### src/rtl/hazard_control_unit.sv
// hazard_control_unit: freeze/flush generation for the ID/EX pipeline boundary.
// Tracks destination tags of instructions in the EX and MEM slots, stalls the
// ID instruction on read-after-write hazards and squashes wrong-path
// instructions for BRANCH_FLUSH_CYCLES cycles after a taken branch.
// Optional feature macro: FORWARDING_EN (load-use-only stalls plus registered
// forward selects). Without it, selSrc1/selSrc2 are tied to 2'b00.
module hazard_control_unit #(
  parameter int REG_ADDR_W          = 4,
  parameter int BRANCH_FLUSH_CYCLES = 1
) (
  input  logic                  clk,
  input  logic                  rst,
  input  logic [REG_ADDR_W-1:0] src1,
  input  logic [REG_ADDR_W-1:0] src2,
  input  logic                  usesSrc1,
  input  logic                  twoSrc,
  input  logic                  idWriteBackEnabled,
  input  logic                  idMemoryReadEnabled,
  input  logic [REG_ADDR_W-1:0] idDestination,
  input  logic                  branchTaken,
  output logic                  freeze,
  output logic                  ifIdFlush,
  output logic                  idExFlush,
  output logic [1:0]            selSrc1,
  output logic [1:0]            selSrc2
);

  // Counter reload: the branch cycle itself is the first flush cycle.
  localparam logic [2:0] FLUSH_RELOAD = 3'(BRANCH_FLUSH_CYCLES - 1);

  // Scoreboard: ID/EX slot (ex_*) and EX/MEM slot (mem_*).
  logic                  ex_wb_reg,       ex_wb_next;
  logic                  ex_mem_read_reg, ex_mem_read_next;
  logic [REG_ADDR_W-1:0] ex_dest_reg,     ex_dest_next;
  logic                  mem_wb_reg;
  logic [REG_ADDR_W-1:0] mem_dest_reg;
  logic [2:0]            flush_cnt_reg,   flush_cnt_next;

  logic [1:0][REG_ADDR_W-1:0] src_idx;
  logic [1:0]                 src_used;
  logic [1:0]                 match_ex;
  logic [1:0]                 match_mem;
  logic                       hazard;
  logic                       flushing;
  logic                       issue;

  assign src_idx  = {src2, src1};
  assign src_used = {twoSrc, usesSrc1};

  // Per-operand tag comparison against both tracked slots.
  for (genvar gi = 0; gi < 2; gi++) begin : g_match
    assign match_ex[gi]  = src_used[gi] & ex_wb_reg  & (src_idx[gi] == ex_dest_reg);
    assign match_mem[gi] = src_used[gi] & mem_wb_reg & (src_idx[gi] == mem_dest_reg);
  end

`ifdef FORWARDING_EN
  // Only a load in EX cannot be forwarded in time.
  assign hazard = ex_mem_read_reg & (|match_ex);
`else
  // Without forwarding any pending producer in EX or MEM blocks the reader.
  assign hazard = (|match_ex) | (|match_mem);
  logic unused_mem_read;
  assign unused_mem_read = ex_mem_read_reg;
`endif

  // Outputs are gated by reset so they drop immediately while rst is low.
  assign flushing  = rst & (branchTaken | (flush_cnt_reg != 3'd0));
  assign freeze    = rst & hazard & ~flushing;
  assign ifIdFlush = flushing;
  assign idExFlush = flushing;
  assign issue     = ~freeze & ~flushing;

  // Next-state for the ID/EX slot and the flush counter.
  always_comb begin
    ex_wb_next       = 1'b0;
    ex_mem_read_next = 1'b0;
    ex_dest_next     = ex_dest_reg;
    flush_cnt_next   = flush_cnt_reg;
    if (issue) begin
      ex_wb_next       = idWriteBackEnabled;
      ex_mem_read_next = idMemoryReadEnabled;
      ex_dest_next     = idDestination;
    end
    if (branchTaken)
      flush_cnt_next = FLUSH_RELOAD;
    else if (flush_cnt_reg != 3'd0)
      flush_cnt_next = flush_cnt_reg - 3'd1;
  end

  // Scoreboard and flush counter registers; EX always advances into MEM.
  always_ff @(posedge clk or negedge rst) begin
    if (!rst) begin
      ex_wb_reg       <= 1'b0;
      ex_mem_read_reg <= 1'b0;
      ex_dest_reg     <= '0;
      mem_wb_reg      <= 1'b0;
      mem_dest_reg    <= '0;
      flush_cnt_reg   <= 3'd0;
    end else begin
      ex_wb_reg       <= ex_wb_next;
      ex_mem_read_reg <= ex_mem_read_next;
      ex_dest_reg     <= ex_dest_next;
      mem_wb_reg      <= ex_wb_reg;
      mem_dest_reg    <= ex_dest_reg;
      flush_cnt_reg   <= flush_cnt_next;
    end
  end

`ifdef FORWARDING_EN
  logic [1:0][1:0] sel_reg, sel_next;

  // Forward select captured with the instruction so it stays aligned with ID/EX.
  for (genvar gi = 0; gi < 2; gi++) begin : g_sel
    always_comb begin
      sel_next[gi] = 2'b00;
      if (issue) begin
        if (match_ex[gi])
          sel_next[gi] = 2'b01;
        else if (match_mem[gi])
          sel_next[gi] = 2'b10;
      end
    end
  end

  // Forward select registers.
  always_ff @(posedge clk or negedge rst) begin
    if (!rst)
      sel_reg <= '0;
    else
      sel_reg <= sel_next;
  end

  assign selSrc1 = sel_reg[0];
  assign selSrc2 = sel_reg[1];
`else
  assign selSrc1 = 2'b00;
  assign selSrc2 = 2'b00;
`endif

endmodule
### config.mk
export PLATFORM = sky130hd
export DESIGN_NAME = hazard_control_unit
export DESIGN_NICKNAME = d
export VERILOG_FILES = /design/src/rtl/hazard_control_unit.sv
export SDC_FILE = /design/constraint.sdc
export NUM_CORES = 1
export LEC_CHECK = 0
export ABC_AREA = 1
export BUFFER_PORTS_ARGS = -buffer_cell sky130_fd_sc_hd__buf_2
export CORE_MARGIN = 2
export CORE_UTILIZATION = 51
export CTS_CLUSTER_SIZE = 40
export DETAILED_ROUTE_END_ITERATION = 8
export GPL_TIMING_DRIVEN = 0
export PLACE_DENSITY = 0.85
export SYNTH_ARGS = -nofsm -noshare
export SYNTH_HDL_FRONTEND = slang
export SYNTH_SLANG_ARGS = --single-unit
### constraint.sdc
create_clock -name clk -period 2.8 [get_ports clk]
set_input_delay 0.42 -clock clk [delete_from_list [all_inputs] [get_ports clk]]
set_output_delay 0.42 -clock clk [all_outputs]
set_load 0.02 [all_outputs]
---- Word level (Yosys, flattened, before mapping) ----
Cells that the tools add are included.
storage, ports and cells
  bits in registers ....................... 13
  input bits .............................. 19
  output and inout port bits .............. 7
  word-level logic and storage cells ...... 33
operators by class
  $add $sub $neg .......................... 1
  eq/ne operators ......................... 4
  muxes and demuxes ....................... 3
  bitwise gates (word level) .............. 16
  reduce and logical (&&, ||, !) cells .... 4
operator list
  kind                 count
  $eq 4x4->1           4
  $and 1x1->1          12
  $mux 3               2
  $reduce_or 2->1      2
  $reduce_bool 3->1    1
  $sub 3x1->3 const B  1
  $not 1->1            2
  $or 1x1->1           2
  $reduce_bool 2->1    1
  $mux 1               1

---- Depth between registers and ports, before layout ----
Gate-level depths: netlist of run 1.
  depth after elaboration ................. 9
  depth in mapped cells ................... 10

---- Worst setup path before layout of run 1 ----
OpenSTA, ideal clock, no wires.
  path type ............................... register -> output
  start point ............................. reg flush_cnt_reg[0]
  end point ............................... out ifIdFlush
  arrival time ............................ 1.513 ns
  path slack .............................. 0.867 ns
  stages on the path, launching flop included .. 10
  cell sequence ........................... dfrtp_1 > inv_1 > ha_1 > ha_1 > inv_1 > nor2_1 > inv_1 > nand2_1 > inv_1 > buf_4
on the way
  cells in the longest elaborated chain, start to end .. 3
ends and longest elaborated chain
  what                      RTL line  text
  start: declaration        37        logic [2:0] flush_cnt_reg, flush_cnt_next;
  start signal: assignment  105       flush_cnt_reg <= flush_cnt_next;
  $reduce_bool 3->1         67        assign flushing = rst & (branchTaken | (flush_cnt_reg != 3'd0));
  $or 1x1->1                67
  $and 1x1->1               67
  end: declaration          22        output logic ifIdFlush,
No other way between the ends.

---- Worst setup path after layout of run 1 ----
Same ends and word-level chain as after synthesis.

==> results of run 1 <==
-- layout make-up --
| type | instances | area [um2] |
|---|---|---|
| Fill cell | 142 | 534 |
| Multi-Input combinational cell | 89 | 415 |
| Sequential cell | 13 | 325 |
| Timing Repair Buffer | 20 | 100 |
| Inverter | 22 | 82.6 |
| Buffer | 5 | 37.5 |
| Clock buffer | 4 | 26.3 |
| Tap cell | 16 | 20.0 |
-- worst min path at each step --
stage / startpoint / to / slack, ns / cells after the start
floorplan: rst / ex_dest_reg[0] / 0.12 / 0
global placement: rst / mem_dest_reg[0] / 0.34 / 1
detailed placement: rst / mem_dest_reg[0] / 0.34 / 1
CTS: rst / mem_dest_reg[0] / 0.05 / 1
global route: rst / mem_dest_reg[0] / 0.07 / 1
finish: rst / mem_dest_reg[0] / 0.04 / 1
-- routing by layer --
layer | part of all wire [%] | vias up | GRT usage [%]
li1 | - | 424 | -
met1 | 44 | 352 | 22.9
met2 | 48 | 23 | 31.3
met3 | 6.2 | 2 | 1.20
met4 | 0.94 | 0 | 10.6
met5 | 0 | - | 0
-- cells in the final DEF, fill, tap and decap left out, drive strengths merged, types with 2 or more instances in the layout --
master and n:
nor2 17, buf 25, dfrtp 13, o21ai 4, nand3 10, o31ai 2
nand2 47, conb 4, clkbuf 4, ha 2, inv 22
-- cell families (layout without fill, tap and decap cells) --
logic type	after synthesis	count (layout)	share of synthesized area [%]
other	1	4	0.441
adders and majority gates	2	2	2.95
buffers and inverters	27	51	14.1
and+or+nand+nor	75	75	37.1
xor gates and xnor gates	1	1	1.03
AOI/OAI and AO/OA	7	7	6.04
DFF	13	13	38.3
-- report_power, final --
part / switching [uW] / internal [uW]
Clock: 56.5 / 55.1
Sequential: 49.6 / 242
Combinational: 154 / 107
-- worst max-delay path, stage by stage, from the launching register on --
cell	delay (ns)
dfrtp_1	0.39
inv_1	0.08
ha_1	0.15
ha_1	0.21
inv_1	0.07
nor2_1	0.17
inv_1	0.08
nand2_1	0.19
inv_1	0.08
buf_4	0.13
buf_2	0.15
-- metrics by stage --
stage	util, %	hold slack (ns)	total power, uW
after floorplan	-	0.124	485
after global placement	63.6	0.338	542
after detailed placement	63.6	0.341	560
after CTS	65.3	0.0491	671
after global routing	65.3	0.0699	727
final	65.3	0.0428	664
==> results.py, run 1 <==
metrics = {
    "worst_hold_path": {
        "min_path_type": "input port to asynchronous set/reset pin",
    },
    "synthesis": {
        "syn_area_um2": 850,
        "syn_area_per_cell_um2": 6.74,
        "synthArstFlopShare_pct": 100,
        "netlist_top_cells_count": "nand2_1 (44), inv_1 (21), nor2_1 (16)",
        "synth_most_common_cell": "nand2_1",
        "ys_warn_count": 0,
        "ys_types": 20,
        "synth_ff_type": "dfrtp_1",
        "synth_area_leaders": "dfrtp_1 (38%), nand2_1 (19%), inv_1 (9.3%)",
        "yosysTopAreaCellShare_pct": 38.3,
        "ys_ff_latch": 13,
        "synth_cells": 126,
        "synth_top_cell_by_area": "dfrtp_1",
        "seq_area_frac_synth_pct": 38.3,
        "synth_edf_count": 0,
    },
    "worst_setup_path": {
        "crit_path_end": "ifIdFlush",
        "crit_start": "flush_cnt_reg[0]",
        "reg2reg_depth": 10,
        "rr_startpoint": "flush_cnt_reg[0]",
        "crit_type": "flip-flop to primary output",
        "worst-path-max-fanout": 6,
        "cp.required_ns": 2.38,
        "endpoint_kind": "primary output",
        "startpoint_type": "flip-flop",
        "crit_arrival_ns": 1.98,
        "r2r_slack_ns": 1.13,
        "reg2reg_to": "ex_dest_reg[1]",
    },
    "sta": {
        "finalMaxSlewViolations": 0,
        "setup_viol": 0,
        "setup_ws_ns": 0.401,
        "setup_tns_ns": 0,
        "final.setup_skew_ns": 0.00476,
        "post-route-min-period_ns": 2.40,
        "rsz0062_at_grt": "no",
        "max_freq_ghz": 0.417,
        "finalHoldViolCount": 0,
        "fin_crit_sh_pct": 85.7,
    },
    "run": {
        "max_cap_viol_count": 0,
    },
    "die": {
        "die-area_um2": 2010,
        "pin_count": 26,
        "die_width_um": 44.8,
        "row_count": 14,
        "start_util_pct": 55.1,
        "die_h_um": 44.8,
        "core_um2": 1540,
    },
    "routing": {
        "drt_iter0_drc": 12,
        "vias": 801,
        "post_drt_wl_per_cell_um": 9.41,
        "viasPerCell": 4.74,
        "antenna_left": 0,
        "drc": 0,
        "drt_wl_total_um": 1590,
        "firstDrtPassIters": 4,
    },
    "placement": {
        "dp_cells": 165,
        "dp_hpwl_um": 1310,
        "dpl_cell_area_um2": 981,
        "portBuffers": 20,
        "post-place-ws_ns": 0.674,
        "gp_congestion": 0.778,
    },
    "finish": {
        "final_cell_count_no_fill": 169,
        "nNetsFinal": 175,
        "stdcell_area_um2": 1010,
        "antenna_cells": 0,
        "synthToLayoutAreaGrowth_pct": 18.6,
        "drive_gt1_share_pct": 22.9,
    },
    "global_routing": {
        "grt_overflow": 0,
        "grt_max_degree": 16,
        "grt_pass1_wl_um": 2640,
        "antenna_found_initial": 0,
        "grt_usage_pct": 18.3,
        "grt_pass1_vias": 678,
    },
    "power": {
        "max-vdd-ir-drop_mv": 0.480,
        "leakage_uw": 0.000607,
        "power_density_nw_per_um2": 659,
    },
    "cts": {
        "clock_path_buffers": 2,
        "cts_resized": 0,
        "clock-sinks": 13,
        "cts_hold_buf": 0,
        "clk_pin_slew_worst_paths_ns": 0.08,
        "cts_setup_buffers": 0,
        "clock-root-buffer": "clkbuf_4",
        "cts_tree": "yes",
        "cts_buffers": 3,
        "ctsHtreeMaxLevel": 1,
        "clk-insertion-delay-late_ns": 0.27,
    },
    "status": {
        "run_status": "complete, no violations",
    },
}
Note: power is estimated with default switching activity, not from simulation.
==> run 2: changes to the inputs <==
--- a/config.mk
+++ b/config.mk
@@ -12,7 +12,7 @@
 export CTS_CLUSTER_SIZE = 40
 export DETAILED_ROUTE_END_ITERATION = 8
 export GPL_TIMING_DRIVEN = 0
-export PLACE_DENSITY = 0.85
+export PLACE_DENSITY = 0.79
 export SYNTH_ARGS = -nofsm -noshare
 export SYNTH_HDL_FRONTEND = slang
 export SYNTH_SLANG_ARGS = --single-unit
==> run 2 against run 1 <==
  * Clock skew down 0.0035 ns
  * Worst setup slack better by 0.020 ns
  * Critical path type unchanged
  * Clock power down 4%
  * Via count down 2.7%
  * Critical endpoint unchanged
  * Total power down 0.59%
  * Final area unchanged
  * Largest cell class unchanged
==> results.py, run 2 (synthesis gave the netlist of run 1 again) <==
metrics = {
    "routing": {
        "drc": 0,
        "drt_iter0_drc": 11,
        "antenna_left": 0,
        "vias": 779,
        "firstDrtPassIters": 4,
        "post_drt_wl_per_cell_um": 9.17,
        "drt_wl_total_um": 1550,
        "viasPerCell": 4.61,
    },
    "finish": {
        "layout_commonest_cell": "nand2_1",
        "mostFrequentLayoutCells": "nand2_1 (44), inv_1 (21), buf_2 (20), nor2_1 (16), dfrtp_1 (13)",
        "antenna_cells": 0,
        "drive_gt1_share_pct": 22.9,
        "nNetsFinal": 175,
        "synthToLayoutAreaGrowth_pct": 18.6,
    },
    "die": {
        "start_util_pct": 55.1,
        "die_width_um": 44.8,
        "pin_count": 26,
        "die-area_um2": 2010,
        "core_um2": 1540,
        "die_h_um": 44.8,
        "row_count": 14,
    },
    "worst_setup_path": {
        "worst-path-max-fanout": 6,
        "crit_arrival_ns": 1.96,
        "crit_chain": "inv_1 > ha_1 > ha_1 > inv_1 > nor2_1 > inv_1 > nand2_1 > inv_1 > buf_4 > buf_2",
        "crit_path_end": "ifIdFlush",
        "reg2reg_depth": 10,
        "crit_type": "flip-flop to primary output",
        "reg2reg_to": "ex_dest_reg[1]",
        "cp.required_ns": 2.38,
        "crit_start": "flush_cnt_reg[0]",
        "slowest_delay_ns": 0.38,
        "startpoint_type": "flip-flop",
        "cp_slowest_cell": "dfrtp_1",
        "cpMostUsedCell": "inv_1",
        "endpoint_kind": "primary output",
        "rr_startpoint": "flush_cnt_reg[0]",
        "r2r_slack_ns": 1.14,
    },
    "sta": {
        "post-route-min-period_ns": 2.38,
        "rsz0062_at_grt": "no",
        "setup_tns_ns": 0,
        "setup_viol": 0,
        "max_freq_ghz": 0.420,
        "final.setup_skew_ns": 0.00130,
        "hold_ws_ns": 0.0473,
        "fin_crit_sh_pct": 85.0,
        "finalMaxSlewViolations": 0,
        "finalHoldViolCount": 0,
    },
    "cts": {
        "cts_buffers": 3,
        "clk_pin_slew_worst_paths_ns": 0.07,
        "cts_hold_buf": 0,
        "cts_resized": 0,
        "cts_tree": "yes",
        "clk-insertion-delay-late_ns": 0.26,
        "clock-root-buffer": "clkbuf_4",
        "clock_path_buffers": 2,
        "cts_setup_buffers": 0,
        "ctsHtreeMaxLevel": 1,
        "clock-sinks": 13,
    },
    "status": {
        "run_status": "complete, no violations",
    },
    "global_routing": {
        "antenna_found_initial": 0,
        "grt_pass1_vias": 733,
        "grt_usage_pct": 19.1,
        "grt_pass1_wl_um": 2840,
        "grt_overflow": 0,
        "grt_max_degree": 16,
    },
    "placement": {
        "dp_hpwl_um": 1330,
        "portBuffers": 20,
        "gp_congestion": 0.824,
    },
    "power": {
        "max-vdd-ir-drop_mv": 0.454,
        "leakage_uw": 0.000607,
        "power_density_nw_per_um2": 655,
    },
    "worst_hold_path": {
        "min_path_type": "input port to asynchronous set/reset pin",
    },
    "run": {
        "max_cap_viol_count": 0,
    },
}
run 2: how the worst min path moves through the flow:
stage | from | end | slack, ns | cells after the start
detailed placement | rst | flush_cnt_reg[0] | 0.34 | 1
global placement | rst | flush_cnt_reg[0] | 0.34 | 1
finish | rst | flush_cnt_reg[0] | 0.05 | 1
global route | rst | flush_cnt_reg[0] | 0.05 | 1
CTS | rst | flush_cnt_reg[0] | 0.05 | 1
floorplan | rst | ex_dest_reg[0] | 0.12 | 0
run 2: routing by layer:
| layer | vias up | part of all wire (%) | global-route usage (%) |
|---|---|---|---|
| li1 | 425 | - | - |
| met4 | 0 | 0.71 | 5.29 |
| met1 | 333 | 48 | 24.9 |
| met3 | 2 | 5.2 | 3.60 |
| met5 | - | 0 | 0 |
| met2 | 19 | 46 | 32.5 |
run 2: through the flow:
step / setup WS [ns] / cells / util [%] / instance area (um2) / power, uW
5_1_grt: 0.218 / 169 / 65.3 / 1010 / 733
2_1_floorplan: 0.867 / 129 / - / 861 / 485
4_1_cts: 0.397 / 169 / 65.3 / 1010 / 668
6_report: 0.421 / 169 / 65.3 / 1010 / 660
3_5_place_dp: 0.699 / 165 / 63.6 / 981 / 558
3_3_place_gp: 0.766 / 165 / 63.6 / 981 / 542
run 2: final cells by class:
cell class | instances | area, um2
tap | 16 | 20.0
clock buffer | 4 | 26.3
buffer | 5 | 37.5
timing repair buffer | 20 | 100
fill | 155 | 534
multi-input combinational | 89 | 415
sequential | 13 | 325
inverter | 22 | 82.6
run 2: report_power, final:
part           total (uW)  internal [uW]  switching (uW)  leakage [uW]
Sequential            291            242            49.6      0.000161
Combinational         261            107             154      0.000431
Clock                 107           55.0            52.5     0.0000150
Total                 660            404             256      0.000607
run 2: critical path: cells and delay by family (launching register included):
kind,cells,cell delay (ns)
flip-flops,1,0.38
AND/OR/NAND/NOR,2,0.37
buffers and inverters,6,0.59
adder cells (fa/ha/maj),2,0.36
